### config.mk
export PLATFORM = sky130hd
export DESIGN_NAME = alu_1bit
export DESIGN_NICKNAME = d
export VERILOG_FILES = /design/src/rtl/alu_pkg.sv /design/src/rtl/alu_addsub.sv /design/src/rtl/alu_1bit.sv
export SDC_FILE = /design/constraint.sdc
export NUM_CORES = 1
export LEC_CHECK = 0
export ABC_CLOCK_PERIOD_IN_PS = 1190
export BUFFER_PORTS_ARGS = -buffer_cell sky130_fd_sc_hd__buf_4
export CELL_PAD_IN_SITES_DETAIL_PLACEMENT = 1
export CELL_PAD_IN_SITES_GLOBAL_PLACEMENT = 1
export CORE_AREA = 4 4 41 43
export DETAILED_ROUTE_END_ITERATION = 8
export DIE_AREA = 0 0 45 47
export GPL_TIMING_DRIVEN = 0
export PLACE_DENSITY = 0.45
export SLEW_MARGIN = 20
export SYNTH_ARGS = -nofsm -noshare
export SYNTH_HDL_FRONTEND = slang
export SYNTH_HIERARCHICAL = 1
export SYNTH_SLANG_ARGS = --single-unit
### constraint.sdc
create_clock -name clk -period 1.19 [get_ports clk]
set_input_delay 0.119 -clock clk [delete_from_list [all_inputs] [get_ports clk]]
set_output_delay 0.119 -clock clk [all_outputs]
set_load 0.02 [all_outputs]
### src/rtl/alu_pkg.sv
// Opcode encodings shared by the ALU slice and its add/subtract unit.
package alu_pkg;

  localparam logic [2:0] OP_ADD  = 3'b000;
  localparam logic [2:0] OP_SUB  = 3'b001;
  localparam logic [2:0] OP_AND  = 3'b010;
  localparam logic [2:0] OP_OR   = 3'b011;
  localparam logic [2:0] OP_NAND = 3'b100;
  localparam logic [2:0] OP_NOR  = 3'b101;
  localparam logic [2:0] OP_XOR  = 3'b110;
  localparam logic [2:0] OP_XNOR = 3'b111;

endpackage

### src/rtl/alu_addsub.sv
// Combinational WIDTH-bit adder/subtractor with carry-in/borrow-in and carry/borrow-out.
module alu_addsub #(
  parameter int WIDTH = 1
) (
  input  logic [WIDTH-1:0] a,
  input  logic [WIDTH-1:0] b,
  input  logic             cin,
  input  logic             sub,
  output logic [WIDTH-1:0] res,
  output logic             cout
);

  logic [WIDTH:0] sum;

  // The extra top bit holds the carry for add and the borrow for subtract.
  always_comb begin
    if (sub)
      sum = {1'b0, a} - {1'b0, b} - {{WIDTH{1'b0}}, cin};
    else
      sum = {1'b0, a} + {1'b0, b} + {{WIDTH{1'b0}}, cin};
  end

  assign res  = sum[WIDTH-1:0];
  assign cout = sum[WIDTH];

endmodule

### src/rtl/alu_1bit.sv
// Registered bit-slice ALU: add/sub/and/or/nand/nor with carry, zero and A>B flags.
// Define ALU_XOR_EN to turn opcodes 110/111 into XOR/XNOR instead of reserved zeros.
module alu_1bit
  import alu_pkg::*;
#(
  parameter int WIDTH = 1
) (
  input  logic             clk,
  input  logic             rst,
  input  logic [2:0]       opcode,
  input  logic [WIDTH-1:0] input1,
  input  logic [WIDTH-1:0] input2,
  input  logic             carryin,
  output logic [WIDTH-1:0] out,
  output logic             carryout,
  output logic             flag1,
  output logic             flag2
);

  logic [WIDTH-1:0] as_res;
  logic             as_cout;
  logic [WIDTH-1:0] res_p0;
  logic             co_p0;
  logic [WIDTH-1:0] out_p1;
  logic             co_p1;
  logic             zf_p1;
  logic             gt_p1;

  alu_addsub #(.WIDTH(WIDTH)) u_addsub (
    .a    (input1),
    .b    (input2),
    .cin  (carryin),
    .sub  (opcode == OP_SUB),
    .res  (as_res),
    .cout (as_cout)
  );

  // Stage p0: operation select. Logic ops never touch carryin, so an
  // unknown carry-in cannot leak into their result or flags.
  always_comb begin
    res_p0 = '0;
    co_p0  = 1'b0;
    case (opcode)
      OP_ADD, OP_SUB: begin
        res_p0 = as_res;
        co_p0  = as_cout;
      end
      OP_AND:  res_p0 = input1 & input2;
      OP_OR:   res_p0 = input1 | input2;
      OP_NAND: res_p0 = ~(input1 & input2);
      OP_NOR:  res_p0 = ~(input1 | input2);
`ifdef ALU_XOR_EN
      OP_XOR:  res_p0 = input1 ^ input2;
      OP_XNOR: res_p0 = ~(input1 ^ input2);
`endif
      default: res_p0 = '0;
    endcase
  end

  // Stage p1: output registers; reset forces the zero flag high.
  always_ff @(posedge clk or posedge rst) begin
    if (rst) begin
      out_p1 <= '0;
      co_p1  <= 1'b0;
      zf_p1  <= 1'b1;
      gt_p1  <= 1'b0;
    end else begin
      out_p1 <= res_p0;
      co_p1  <= co_p0;
      zf_p1  <= (res_p0 == '0);
      gt_p1  <= (input1 > input2);
    end
  end

  assign out      = out_p1;
  assign carryout = co_p1;
  assign flag1    = zf_p1;
  assign flag2    = gt_p1;

endmodule

==> flow_summary.toml <==
[clocking]
cts_sinks = 4
cts_root_buf = "clkbuf_4"
clk_pin_slew_ps = 40
cts_buffers = 3
cts_tree = "built"
cts_max_path_buffers = 2
ctsHtreeMaxLevel = 1

[finish]
diodes = 0
nets = 46
stdcell_count = 50
drive_gt1_share_pct = 45.7
area_delta_synth_final_pct = 59.1

[setup_path]
critPathCaptureType = "register"
path_delay_family = "adder cells"
worst-path-buf-inv = 3
required_ps = 1360
crit_chain = "buf_4 -> inv_1 -> fa_1 -> inv_1 -> nor3_1 -> a211o_1"
critical_path.slowest_cell = "fa_1"
worstPathArrival_ps = 1230
path_class = "in2reg"
cp_max_fo = 6
cp_common_cell = "inv_1"
cp-start-kind = "input pin"
cpPeakStageDelay_ps = 530

[power]
totalPowerFinal_mw = 0.442
ir_worst_vdd_mv = 0.298
power.leakage_nw = 0.189
power.density_nw_per_um2 = 1190

[floorplan]
coreArea_sq_um = 1300
io_pins = 12
dieHeight_microns = 47
initial_core_util_pct = 17.9
die_area_sq_um = 2120
die_w_microns = 45
rows = 13

[grt]
grt_pass1_wl_microns = 848
grt_start_max_net_pins = 7
grt_overflow = 0
grt_pass1_vias = 224
antenna_found_initial = 0
track_usage_pct = 6.12

[run_status]
status = "finished clean"

[timing]
finalWorstSetupSlack_ps = 134
setup_tns_ps = 0
hold_viol = 0
worst_slew_pin_slew_ps = 260
fmax_ghz = 0.947
final_max_slew_viol_count = 0
setup_viol = 0
slew_headroom_pct = 82.5
min_period_ps = 1060
fin_crit_sh_pct = 88.8
whs_ps = 68.9
rsz0062_at_grt = "no"

[detailed_routing]
via_count = 197
wl_microns = 533
first_iter_violations = 1
first_pass_iters = 4
drt-vias-per-instance = 3.94
post_drt_wl_per_cell_microns = 10.7
route.detailed.drc = 0
drt.antenna.violating_nets = 0

[run]
cap_violations = 0

[worst_hold_path]
hold_path.class = "in2reg"

[placed_design]
preCtsSetupSlack_ps = -130
gp_congestion = 0.663
hpwl_microns = 469
placement.io_buffers = 11
dp.cells = 45

[yosys]
ys.warnings.count = 6
yosysSeqAreaShare_pct = 43.5
synth_seq_cells = 4
synthDistinctLibCells = 13
syn_inst = 19
syn_area_per_cell_sq_um = 12.2
synth_area_sq_um = 233
syn_nets = 29
==> layout make-up <==
cell class | count | area, sq um
Inverter | 3 | 11.3
Tap cell | 15 | 18.8
Timing Repair Buffer | 12 | 92.6
Sequential cell | 4 | 101
Clock buffer | 4 | 26.3
Multi-Input combinational cell | 12 | 120
Fill cell | 164 | 931
==> registers in the layout (all words and copies together), names as in the netlist <==
register and flops:
carryout 1, flag2 1, out 1, flag1 1
==> cell usage in the layout, fill, tap and decap left out <==
master	instances
a211o_1	1
clkbuf_1	1
a21o_1	1
inv_1	3
nor3b_1	2
mux2_4	1
clkbuf_4	3
o21ai_0	1
a211oi_1	1
dfrtp_1	3
nor3_1	1
nor2b_1	1
dfstp_2	1
fa_1	2
dlygate4sd3_1	1
o211a_1	1
buf_4	11
==> kinds of logic after synthesis <==
family | share of synthesized area (%)
and+or+nand+nor | 11.3
buffers and inverters | 4.84
adders and majority gates | 17.2
AOI/OAI and AO/OA | 16.7
DFF | 43.5
muxes | 6.45
==> report_power, final <==
group          total (mW)  internal [mW]  switching, mW
Combinational       0.104         0.0529         0.0508
Clock               0.184          0.126         0.0579
Sequential          0.154          0.151        0.00301
Total               0.442          0.330          0.112
==> stage by stage <==
stage          utilization (%)  instance area [sq um]
6_report                  28.5                    370
3_3_place_gp              25.7                    334
5_1_grt                   28.5                    370
2_1_floorplan                -                    233
4_1_cts                   28.5                    370
3_5_place_dp              25.7                    334
==> Yosys cell counts <==
master,instances,area (sq um)
a211oi_1,1,7.51
dfrtp_1,3,75.1
mux2_4,1,15.0
fa_1,2,40.0
o211a_1,1,10.0
nor3b_1,2,15.0
nor3_1,1,5.00
inv_1,3,11.3
a211o_1,1,8.76
dfstp_2,1,26.3
a21o_1,1,7.51
o21ai_0,1,5.00
nor2b_1,1,6.26
==> timing repair <==
item | CTS | global route
setup buffers | 0 | 0
setup endpoints to repair | 0 | 0
endpoints found under the hold margin | 4 | 0
gates resized for setup | 0 | 0
hold buffers | 1 | 0
==> worst paths after layout <==
| check | from | depth (start not counted) | end | slack (ps) |
|---|---|---|---|---|
| max in group asynchronous | rst | 3 | flag1 | 650 |
| worst min-delay path | opcode[2] | 2 | carryout | 70 |
| min in group asynchronous | rst | 3 | flag2 | 320 |
| worst max-delay path | input1 | 6 | flag1 | 130 |
==> layer usage <==
metal	GRT usage [%]	wire, microns	up-vias
li1	-	-	97
met1	5.09	176	89
met2	10.2	278	11
met3	2.68	78	0
met4	7.02	0	0
met5	0	0	-
No activity file was read; power rests on OpenSTA's default activity.
